### config.mk
export PLATFORM = sky130hd
export DESIGN_NAME = lc3_control
export DESIGN_NICKNAME = d
export VERILOG_FILES = /design/src/rtl/lc3_control.sv
export SDC_FILE = /design/constraint.sdc
export NUM_CORES = 1
export LEC_CHECK = 0
export BUFFER_PORTS_ARGS = -buffer_cell sky130_fd_sc_hd__clkbuf_2
export CAP_MARGIN = 20
export CORE_MARGIN = 2
export CORE_UTILIZATION = 25
export DETAILED_ROUTE_END_ITERATION = 8
export HOLD_SLACK_MARGIN = 0.02
export PLACE_DENSITY_LB_ADDON = 0.15
export SKIP_CTS_REPAIR_TIMING = 1
export SYNTH_ARGS = -nofsm -noshare
export SYNTH_HDL_FRONTEND = slang
export SYNTH_SLANG_ARGS = --single-unit
### constraint.sdc
create_clock -name clk -period 1.5 [get_ports clk]
set_input_delay 0.225 -clock clk [delete_from_list [all_inputs] [get_ports clk]]
set_output_delay 0.225 -clock clk [all_outputs]
set_load 0.03 [all_outputs]
### src/rtl/lc3_control.sv
// LC-3 multicycle control FSM: fetch / decode / execute sequencing and datapath strobes.
// Optional TRAP support is compiled in with the LC3_TRAP_EN macro; without it opcode 1111 halts.
module lc3_control (
  input  logic        clk,
  input  logic        rst,
  input  logic [15:0] IR,
  input  logic [2:0]  nzp,
  input  logic        mem_rdy,
  output logic [1:0]  aluControl,
  output logic        enaALU,
  output logic [2:0]  SR1,
  output logic [2:0]  SR2,
  output logic [2:0]  DR,
  output logic        logicWE,
  output logic [1:0]  selPC,
  output logic        enaMARM,
  output logic        selMAR,
  output logic        selEAB1,
  output logic [1:0]  selEAB2,
  output logic        enaPC,
  output logic        ldPC,
  output logic        ldIR,
  output logic        ldMAR,
  output logic        ldMDR,
  output logic        selMDR,
  output logic        flagWE,
  output logic        enaMDR,
  output logic        mem_en,
  output logic        mem_we,
  output logic        halted
);

  typedef enum logic [4:0] {
    S_FETCH_MAR,
    S_FETCH_MEM,
    S_FETCH_IR,
    S_DECODE,
    S_EXEC_ALU,
    S_EXEC_BR,
    S_EXEC_JMP,
    S_EXEC_LEA,
    S_ADDR_CALC,
    S_LD_MEM,
    S_LD_WB,
    S_ST_MDR,
    S_ST_MEM,
`ifdef LC3_TRAP_EN
    S_TRAP_R7,
    S_TRAP_MAR,
    S_TRAP_MEM,
    S_TRAP_PC,
`endif
    S_HALT
  } state_e;

  localparam logic [3:0] OP_BR  = 4'b0000;
  localparam logic [3:0] OP_ADD = 4'b0001;
  localparam logic [3:0] OP_LD  = 4'b0010;
  localparam logic [3:0] OP_ST  = 4'b0011;
  localparam logic [3:0] OP_AND = 4'b0101;
  localparam logic [3:0] OP_LDR = 4'b0110;
  localparam logic [3:0] OP_STR = 4'b0111;
  localparam logic [3:0] OP_NOT = 4'b1001;
  localparam logic [3:0] OP_JMP = 4'b1100;
  localparam logic [3:0] OP_LEA = 4'b1110;
  localparam logic [3:0] OP_TRP = 4'b1111;

  state_e     state_q, state_d;
  logic [3:0] opcode;
  logic       br_taken;
  logic       unused_ir;

  assign opcode    = IR[15:12];
  assign br_taken  = |(IR[11:9] & nzp);
  assign unused_ir = ^IR[5:3];

  always_ff @(posedge clk) begin
    if (!rst) state_q <= S_FETCH_MAR;
    else      state_q <= state_d;
  end

  always_comb begin
    state_d = state_q;
    case (state_q)
      S_FETCH_MAR: state_d = S_FETCH_MEM;
      S_FETCH_MEM: if (mem_rdy) state_d = S_FETCH_IR;
      S_FETCH_IR:  state_d = S_DECODE;
      S_DECODE: begin
        case (opcode)
          OP_ADD, OP_AND, OP_NOT: state_d = S_EXEC_ALU;
          OP_BR:                  state_d = S_EXEC_BR;
          OP_JMP:                 state_d = S_EXEC_JMP;
          OP_LEA:                 state_d = S_EXEC_LEA;
          OP_LD, OP_LDR,
          OP_ST, OP_STR:          state_d = S_ADDR_CALC;
`ifdef LC3_TRAP_EN
          OP_TRP:                 state_d = S_TRAP_R7;
`endif
          default:                state_d = S_HALT;
        endcase
      end
      S_EXEC_ALU,
      S_EXEC_BR,
      S_EXEC_JMP,
      S_EXEC_LEA:  state_d = S_FETCH_MAR;
      // LD/LDR have opcode bit 0 clear, ST/STR have it set
      S_ADDR_CALC: state_d = opcode[0] ? S_ST_MDR : S_LD_MEM;
      S_LD_MEM:    if (mem_rdy) state_d = S_LD_WB;
      S_LD_WB:     state_d = S_FETCH_MAR;
      S_ST_MDR:    state_d = S_ST_MEM;
      S_ST_MEM:    if (mem_rdy) state_d = S_FETCH_MAR;
`ifdef LC3_TRAP_EN
      S_TRAP_R7:   state_d = S_TRAP_MAR;
      S_TRAP_MAR:  state_d = S_TRAP_MEM;
      S_TRAP_MEM:  if (mem_rdy) state_d = S_TRAP_PC;
      S_TRAP_PC:   state_d = S_FETCH_MAR;
`endif
      S_HALT:      state_d = S_HALT;
      default:     state_d = S_FETCH_MAR;
    endcase
  end

  always_comb begin
    aluControl = 2'b00;
    enaALU     = 1'b0;
    SR1        = 3'd0;
    SR2        = 3'd0;
    DR         = 3'd0;
    logicWE    = 1'b0;
    selPC      = 2'b00;
    enaMARM    = 1'b0;
    selMAR     = 1'b0;
    selEAB1    = 1'b0;
    selEAB2    = 2'b00;
    enaPC      = 1'b0;
    ldPC       = 1'b0;
    ldIR       = 1'b0;
    ldMAR      = 1'b0;
    ldMDR      = 1'b0;
    selMDR     = 1'b0;
    flagWE     = 1'b0;
    enaMDR     = 1'b0;
    mem_en     = 1'b0;
    mem_we     = 1'b0;
    halted     = 1'b0;
    // Reset gates every output, so a pending memory request drops in the same cycle
    if (rst) begin
      case (state_q)
        S_FETCH_MAR: begin
          enaPC = 1'b1;
          ldMAR = 1'b1;
          ldPC  = 1'b1;
          selPC = 2'b00;
        end
`ifdef LC3_TRAP_EN
        S_TRAP_MEM,
`endif
        S_FETCH_MEM,
        S_LD_MEM: begin
          mem_en = 1'b1;
          ldMDR  = mem_rdy;
          selMDR = mem_rdy;
        end
        S_FETCH_IR: begin
          enaMDR = 1'b1;
          ldIR   = 1'b1;
        end
        S_EXEC_ALU: begin
          case (opcode)
            OP_ADD:  aluControl = 2'b01;
            OP_AND:  aluControl = 2'b10;
            default: aluControl = 2'b11;
          endcase
          SR1     = IR[8:6];
          SR2     = IR[2:0];
          DR      = IR[11:9];
          enaALU  = 1'b1;
          logicWE = 1'b1;
          flagWE  = 1'b1;
        end
        S_EXEC_BR: begin
          if (br_taken) begin
            selEAB1 = 1'b0;
            selEAB2 = 2'b10;
            selPC   = 2'b01;
            ldPC    = 1'b1;
          end
        end
        S_EXEC_JMP: begin
          SR1     = IR[8:6];
          selEAB1 = 1'b1;
          selEAB2 = 2'b00;
          selPC   = 2'b01;
          ldPC    = 1'b1;
        end
        S_EXEC_LEA: begin
          selEAB1 = 1'b0;
          selEAB2 = 2'b10;
          selMAR  = 1'b0;
          enaMARM = 1'b1;
          DR      = IR[11:9];
          logicWE = 1'b1;
        end
        S_ADDR_CALC: begin
          enaMARM = 1'b1;
          selMAR  = 1'b0;
          ldMAR   = 1'b1;
          if (opcode == OP_LD || opcode == OP_ST) begin
            selEAB1 = 1'b0;
            selEAB2 = 2'b10;
          end else begin
            selEAB1 = 1'b1;
            SR1     = IR[8:6];
            selEAB2 = 2'b01;
          end
        end
        S_LD_WB: begin
          enaMDR  = 1'b1;
          DR      = IR[11:9];
          logicWE = 1'b1;
          flagWE  = 1'b1;
        end
        S_ST_MDR: begin
          SR1        = IR[11:9];
          aluControl = 2'b00;
          enaALU     = 1'b1;
          ldMDR      = 1'b1;
          selMDR     = 1'b0;
        end
        S_ST_MEM: begin
          mem_en = 1'b1;
          mem_we = 1'b1;
        end
`ifdef LC3_TRAP_EN
        S_TRAP_R7: begin
          enaPC   = 1'b1;
          DR      = 3'd7;
          logicWE = 1'b1;
        end
        S_TRAP_MAR: begin
          selMAR  = 1'b1;
          enaMARM = 1'b1;
          ldMAR   = 1'b1;
        end
        S_TRAP_PC: begin
          enaMDR = 1'b1;
          selPC  = 2'b10;
          ldPC   = 1'b1;
        end
`endif
        S_HALT:   halted = 1'b1;
        default: ;
      endcase
    end
  end

endmodule

Yosys cells after proc, flatten, opt, wreduce, memory -nomap -nowiden

Memory sizes are Yosys's and may differ from the RTL's.
Index checks and enable logic that the tools add are counted.

Bitwise logic cells: 1
Multiplexer cells: 54
Reduce and logical (&&, ||, !) cells: 14
Equality and inequality tests: 20

Operators by type and width:

| operator           | number |
|---|---|
| $pmux 5 s9         | 1 |
| $mux 1             | 31 |
| $eq 5x4->1 const B | 6 |
| $eq 5x3->1 const B | 4 |
| $mux 3             | 6 |
| $reduce_or 2->1    | 8 |
| $mux 5             | 3 |
| $mux 2             | 6 |
| $eq 5x2->1 const B | 2 |
| $pmux 3 s3         | 1 |
| $reduce_or 3->1    | 3 |
| $eq 4x2->1 const B | 2 |
| $pmux 1 s2         | 4 |
| $ne 2x2->1 const B | 3 |
| $pmux 2 s3         | 1 |
| $eq 5x1->1 const B | 1 |
| $logic_not 5->1    | 1 |
| $eq 4x1->1 const B | 1 |
| $eq 4x3->1 const B | 1 |
| $pmux 2 s2         | 1 |
| $and 3x3->3        | 1 |
| $reduce_and 3->1   | 1 |
| $logic_or 1x1->1   | 1 |

Memories kept: 1
Register bits: 5
ROM bits: 64
Logic and storage cells: 91

Memories:

| memory           | words | width | read ports | clocked after memory_dff | write ports | line | source |
|---|---|---|---|---|---|---|---|
| (name not given) | 16    | 4     | 1          | 0                        | 0           | 89   | `case (opcode)` |

Depth between registers and ports, before layout

Gate-level depths: netlist (run 1).

Word-level depth: 5
Gate-level depth with buffers: 6
Depth with buffers taken out: 4

Worst setup path before layout (run 1)

No wires, ideal clock.

Path type: register -> output
Start point: register state_q[1]
End point: output port flagWE
Cell stages (with the launch flop): 7
Arrival: 1.734 ns
Path buffers: 2
Data required time: 1.275 ns
Slack: -0.459 ns
Cells stage by stage: dfxtp_1 > buf_4 > buf_4 > nand2_1 > nor3_1 > nand2_1 > nand2_1

Word-level cells in the longest chain between the ends: 4

RTL lines:

| item                                     | line | source |
|---|---|---|
| start: declaration                       | 68   | `state_e state_q, state_d;` |
| start signal: assignment                 | 79   | `else state_q <= state_d;` |
| $eq 5x3->1 or $eq 5x4->1 (tied branches) | 148  | `case (state_q)` |
| $reduce_or 2->1 (no line) (*)            | n/a  |  |
| $mux 1 (*)                               | 148  |  |
| $mux 1 (*)                               | 147  | `if (rst) begin` |
| end: declaration                         | 26   | `output logic flagWE,` |

Mark *: on every way between the ends. The rest lies on a longest branch, timed or not.

Worst setup path in the final report (run 1)

Start point: register state_q[0]
End point: output port SR1[0]

Word-level cells in the longest chain between the ends: 4

RTL lines:

| item                      | line | source |
|---|---|---|
| $eq 5x3->1                | 148  |  |
| $reduce_or 2->1 (no line) | n/a  |  |
| $pmux 3 s3 (*)            | 148  |  |
| $mux 3 (*)                | 147  |  |
| end: declaration          | 11   | `output logic [2:0] SR1,` |

Marks and branches as above.

==> results.md, run 1 <==
- Post-route setup slack: -0.2183 ns
- First DRT Iteration DRCs: 23
- Std cell rows: 20
- # port buffers: 47
- Antenna violations before repair: 0
- Maximum net fanout on the critical path: 6
- Core Util, Final: 60.12%
- Post-placement worst setup slack: -0.1114 ns
- Registers with the most flip-flops: state_q x4
- Violated checks: setup timing
- Residual antenna-violating net count after detailed routing: 0
- Endpoint class of the critical path: output pin
- Full die area: 3768 µm²
- Cell area after synthesis: 823.3 µm²
- Sequential-to-total area share from yosys stat: 9.726%
- Drt wl/cell: 13.65 µm
- Max reg flops: 4
- Total placed cells including tap cells: 237
- Count of final setup violators: 25
- Post-synthesis area per instance: 6.639 µm²
- Final sum of negative setup slack: -3.177 ns
- Area of the placeable core: 3103 µm²
- Ys flop type: sky130_fd_sc_hd__dfxtp_1
- Number of vias per cell after detailed routing: 4.879
- Yosys warning count: 0
- Min Tclk post-route: 1.718 ns
- Leading cell type by number of instances after synthesis: sky130_fd_sc_hd__nor2_1
- Storage element area: 95.09 µm²
- Die Y: slightly above 60 µm
- Sw power: 630.2 µW
- Wire length of the first global-routing pass: 4215 µm
- Worst-Skew Late Latency: 0.23 ns
- Type of the tightest min-delay check: in2reg
- Master cell of the clock root buffer: sky130_fd_sc_hd__clkbuf_4
- Max Clk Rate: 0.5820 GHz
- Biggest register: state_q
- Fraction of synthesized cell area taken by the top area cell type: 9.726%
- Largest net degree at the start of global routing: 13
- Commonest cells in the synthesized netlist: sky130_fd_sc_hd__nor2_1 (21), sky130_fd_sc_hd__a21oi_1 (11), sky130_fd_sc_hd__nor3_1 (9)
- Leak Pwr: ~0.00083 µW
- Buffer levels on the longest clock path: 2
- Biggest area contributors in the synthesized netlist: sky130_fd_sc_hd__dfxtp_1 (9.7%), sky130_fd_sc_hd__nor2_1 (9.6%), sky130_fd_sc_hd__a21oi_1 (6.7%), sky130_fd_sc_hd__nor3_1 (5.5%), sky130_fd_sc_hd__buf_4 (5.5%)
- Chip width: 61.39 µm
- Drt total wl: 3508 µm
- Final worst path period share: 114.6%
- Type of origin of the critical path: register
- Share of post-route cells with drive strength above 1: 70.89%
- Highest ir drop seen on vdd: 0.5527 mV
- Global-route usage over all layers: roughly 14%
- Number of enable flip-flop cells after synthesis: 0
- Largest area contributor in the synthesized netlist: sky130_fd_sc_hd__dfxtp_1
- Non-filler cells, final: ~260
- Unique masters post-synth: 40
- FF+latch count, synth: 4
- Residual DRC count: 0
- # IOs: 53
- Gate count of the mapped netlist: ~120
- TritonCTS clock tree: yes
- Number of CTS-inserted buffers: 3
- RePlAce Congestion: 0.8299
- H-tree depth reported by CTS: 1
- Maximum clock skew at final layout: about 0.0042 ns
- Final hold violation count: 0
- Filler instances: approximately 300
- Remaining global-route overflow: 0
- TritonRoute pass-1 iters: 4
- Internal power consumption: 770.6 µW
- Area Growth Syn to Fin: 126.6%
- Setup repair after global routing missed its margin: yes
- Max capacitance violation total: 0
- Overall via count from detail_route: 1254
- Combinational cell fraction of total power: around 80%
- Result of the run: finished with violations
- Pwr Density: about 750 nW/µm²
- Data arrival time of the critical path: 1.49 ns
- Count of final max-slew check failures: 0
- Clk slew on worst S/H paths: 0.03 ns
- Vias in the first global route: ~1000
- DP Wirelength: about 2300 µm
- Sequential fraction of design power: 13.0%
- Async SR Flop Fraction: 0%
- Total number of nets in the final design: 237
- Effective utilization at floorplan: 26.53%
- Required time reported for the critical path endpoint: 1.27 ns
- Number of antenna diodes: 0
- Sink Count: 4
- Category of the critical setup timing path: reg2out
- Switching Fraction: 44.99%
- Multi-input gate area: 879.6 µm²
- Share of power burned in the clock network: under 10%
stage by stage:
stage,instance area (µm²),hold slack (ns),total power [µW]
after floorplan,899.6,0.4230,644.9
after global placement,1336,0.4997,878.4
after detailed placement,1336,0.5109,884.2
after CTS,1359,0.2680,1020
after global routing,1866,0.2698,1487
final,1866,0.2820,1401
worst paths after layout:
| path | endpoint | startpoint | cells after the start | slack (ns) |
|---|---|---|---|---|
| worst min register to register | state_q[1] | state_q[2] | 2 | 0.72 |
| worst max register to register | state_q[2] | state_q[0] | 7 | 0.05 |
| worst min-delay path | state_q[0] | rst | 2 | 0.28 |
| worst max-delay path | SR1[0] | state_q[0] | 6 | -0.22 |
final cells by class:
class | instances | share of cell area, %
multi-input cells | 106 | 47.15
repair buffers | 95 | 42.45
flip-flops and latches | 4 | 5.097
well taps | 44 | 2.951
clock buffers | 3 | 1.207
inverters | 5 | 1.140
power by group through the flow:
| stage | clock network [µW] | registers [µW] | logic, µW |
|---|---|---|---|
| floorplan | 0 | 146 | 499 |
| global placement | 0 | 174 | 704 |
| detailed placement | 0 | 173 | 711 |
| CTS | 136 | 172 | 712 |
| global route | 143 | 186 | 1160 |
| finish | 127 | 182 | 1090 |
routing by layer:
| metal | vias to the layer above | global-route usage (%) | share of wire, % |
|---|---|---|---|
| met4 | 0 | 2.736 | 0.46 |
| met1 | 594 | 19.55 | 41 |
| met3 | 4 | 1.261 | 3.7 |
| met5 | - | 0 | 0 |
| li1 | 620 | - | - |
| met2 | 36 | 25.23 | 55 |
kinds of logic (layout without fill, tap and decap cells):
logic type | count (synthesis) | in the layout | share of synthesized area [%]
buf+inv | 15 | 103 | 12.76
xor+xnor | 1 | 1 | 1.064
compound gates | 28 | 28 | 24.31
other cells | 1 | 2 | 0.4555
simple gates | 73 | 73 | 49.24
flops | 4 | 4 | 9.727
mux | 2 | 2 | 2.432
worst max-delay path: stages, from the launching register on:
cell and delay, ns:
sky130_fd_sc_hd__dfxtp_4 0.37, sky130_fd_sc_hd__buf_6 0.15, sky130_fd_sc_hd__buf_4 0.14, sky130_fd_sc_hd__o22ai_1 0.19, sky130_fd_sc_hd__nand2_1 0.15, sky130_fd_sc_hd__nor2_2 0.14
sky130_fd_sc_hd__buf_6 0.14
placed cells by master (no fill, tap or decap), types with 2 or more instances in the layout:
cell,n
sky130_fd_sc_hd__buf_4,46
sky130_fd_sc_hd__buf_6,27
sky130_fd_sc_hd__clkbuf_2,19
sky130_fd_sc_hd__nor2_1,15
sky130_fd_sc_hd__a21oi_1,7
sky130_fd_sc_hd__nand2b_4,5
sky130_fd_sc_hd__nand2_1,5
sky130_fd_sc_hd__nor3_2,5
sky130_fd_sc_hd__nor2_4,4
sky130_fd_sc_hd__a21oi_2,4
sky130_fd_sc_hd__nor2_2,4
sky130_fd_sc_hd__clkbuf_4,4
sky130_fd_sc_hd__dfxtp_4,4
sky130_fd_sc_hd__nor2b_1,3
sky130_fd_sc_hd__o22ai_1,3
sky130_fd_sc_hd__inv_1,3
sky130_fd_sc_hd__nand2_2,3
sky130_fd_sc_hd__and3_1,3
sky130_fd_sc_hd__nor3_4,3
sky130_fd_sc_hd__nor4_2,3
sky130_fd_sc_hd__nand2b_1,3
sky130_fd_sc_hd__a32oi_1,3
sky130_fd_sc_hd__a32oi_2,2
sky130_fd_sc_hd__and2_4,2
sky130_fd_sc_hd__nor3_1,2
sky130_fd_sc_hd__and2_1,2
sky130_fd_sc_hd__conb_1,2
sky130_fd_sc_hd__buf_12,2
Power figures use the tool's default switching activity.
==> run 2: changes to the inputs <==
==> constraint.sdc (replaced) <==
create_clock -name clk -period 1.5 [get_ports clk]
set_input_delay 0.45 -clock clk [delete_from_list [all_inputs] [get_ports clk]]
set_output_delay 0.45 -clock clk [all_outputs]
set_load 0.03 [all_outputs]
==> run 2 against run 1 <==
The flow still finishes with violations (setup timing). Critical path depth stayed put. Via count rose by 5.5%. Combinational power is 15% higher. Count of clock-buffer cells in the layout up 1. Die area did not move. Fmax down 18%. Power is 14% higher. Flip-flop and latch count is the same. Sequential power rose by 12%. Setup slack lost 0.37 ns.
==> results.md, run 2 (same netlist as run 1, synthesis figures left out) <==
- Vias in the first global route: 1156
- Maximum clock skew at final layout: around 0.006 ns
- Met2 track utilization from global routing: 30.70%
- Post-route design area: 2245 µm²
- Buffer levels on the longest clock path: 2
- Required time reported for the critical path endpoint: 1.05 ns
- Final sum of negative setup slack: -9.939 ns
- Max reg flops: 4
- Residual antenna-violating net count after detailed routing: 0
- Combinational cell fraction of total power: 78.2%
- First DRT Iteration DRCs: 39
- Std cell rows: 20
- Type of origin of the critical path: primary input
- Highest ir drop seen on vdd: 0.6657 mV
- Pwr Total: 1596 µW
- Leak Pwr: 0.0009335 µW
- Standard cell area after detailed placement: 1659 µm²
- Drt total wl: 4055 µm
- Sink Count: 4
- Remaining global-route overflow: 0
- Post-route setup slack: -0.5882 ns
- # IOs: 53
- Worst-Skew Late Latency: roughly 0.23 ns
- Area Growth Syn to Fin: 172.6%
- Result of the run: finished with violations
- Most frequent standard cell in the layout excluding fill and tap cells: sky130_fd_sc_hd__buf_6
- Area of the placeable core: 3103 µm²
- Pwr Density: 710.9 nW/µm²
- Drt wl/cell: about 15 µm
- Final worst path period share: 139.2%
- TritonRoute pass-1 iters: 4
- Sequential fraction of design power: approximately 13%
- Clk slew on worst S/H paths: 0.04 ns
- Biggest register: state_q
- Effective utilization at floorplan: between 20% and 30%
- Wire length of the first global-routing pass: ~5300 µm
- H-tree depth reported by CTS: 1
- Multi-input gate area: 1061 µm²
- Met3 Use GR: 0.4202%
- Count of final setup violators: 29
- Endpoint class of the critical path: output pin
- Overall via count from detail_route: 1323
- Full die area: 3768 µm²
- Switching Fraction: 46.92%
- Chip width: between 60 and 70 µm
- Share of power burned in the clock network: 9.1%
- Antenna violations before repair: 0
- Most used cells in the layout excluding fill and tap cells: sky130_fd_sc_hd__buf_6 (43), sky130_fd_sc_hd__buf_4 (39), sky130_fd_sc_hd__clkbuf_2 (17)
- Count of final max-slew check failures: 0
- Registers with the most flip-flops: state_q x4
- Category of the critical setup timing path: in2out
- Filler instances: between 200 and 250
- DP Wirelength: 2716 µm
- Post-placement worst setup slack: -0.5592 ns
- GR Util met1: 25.95%
- Largest net degree at the start of global routing: 11
- Number of CTS-inserted buffers: 3
- TritonCTS clock tree: yes
- RePlAce Congestion: 0.8849
- Number of vias per cell after detailed routing: 4.937
- Global-route usage over all layers: 18.04%
- Min Tclk post-route: 2.088 ns
- Final hold violation count: 0
- Storage element area: 95.09 µm²
- # port buffers: 47
- Share of post-route cells with drive strength above 1: about four fifths
- Core Util, Final: between 70% and 80%
- Max capacitance violation total: 0
- Data arrival time of the critical path: 1.64 ns
- Residual DRC count: 0
- Setup repair after global routing missed its margin: yes
- Internal power consumption: ~850 µW
- Gr busiest metal: met2
- Sw power: about 750 µW
- Max Clk Rate: about 0.48 GHz
- Number of antenna diodes: 0
- Die Y: between 60 and 70 µm
- Maximum net fanout on the critical path: 2
- Violated checks: setup timing
- Total number of nets in the final design: 247
- Type of the tightest min-delay check: reg2reg
- Master cell of the clock root buffer: sky130_fd_sc_hd__clkbuf_4
run 2: cell types whose count changed in the layout (fill, tap and decap cells not counted), sizes merged:
| cell | before | now |
|---|---|---|
| buf | 75 | 88 |
| clkbuf | 23 | 21 |
| clkinvlp | 0 | 1 |
| inv | 4 | 3 |
run 2: per-layer routing:
metal / up-vias / part of all wire, % / wire, µm
li1: 642 / - / -
met1: 642 / 44 / 1803
met2: 37 / 53 / 2129
met3: 2 / 2.6 / 107
met4: 0 / 0.35 / 14
met5: - / 0 / 0
run 2: final cells by class:
cell class | count | area share (%)
Timing Repair Buffer | 105 | 43.31
Inverter | 5 | 1.561
Sequential cell | 4 | 4.236
Multi-Input combinational cell | 106 | 47.27
Clock buffer | 4 | 1.171
Tap cell | 44 | 2.453
run 2: final timing paths:
kind,start,to,slack [ns],cells after the start
setup reg to reg,state_q[1],state_q[0],0.03,8
hold reg to reg,state_q[2],state_q[1],0.65,2
hold / removal,state_q[2],state_q[1],0.65,2
setup / recovery,IR[9],ldPC,-0.59,6
run 2: power groups by stage:
| stage | sequential, µW | clock [µW] | combinational, µW |
|---|---|---|---|
| final | 203 | 145 | 1250 |
| after global routing | 206 | 160 | 1330 |
| after CTS | 182 | 155 | 880 |
| after detailed placement | 184 | 0 | 876 |
| after global placement | 185 | 0 | 865 |
| after floorplan | 155 | 0 | 604 |
run 2: through the flow:
stage / hold WS [ns] / instances
3_5_place_dp: 0.7557 / 249
6_report: 0.6519 / 268
2_1_floorplan: 0.6169 / 125
4_1_cts: 0.6963 / 253
3_3_place_gp: 0.7561 / 249
5_1_grt: 0.6870 / 268
run 2: worst max-delay path: stages:
cell and delay, ns:
sky130_fd_sc_hd__buf_6 0.09, sky130_fd_sc_hd__a222oi_1 0.46, sky130_fd_sc_hd__o21ai_1 0.20, sky130_fd_sc_hd__mux2i_2 0.24
sky130_fd_sc_hd__nor3_4 0.05, sky130_fd_sc_hd__buf_6 0.13
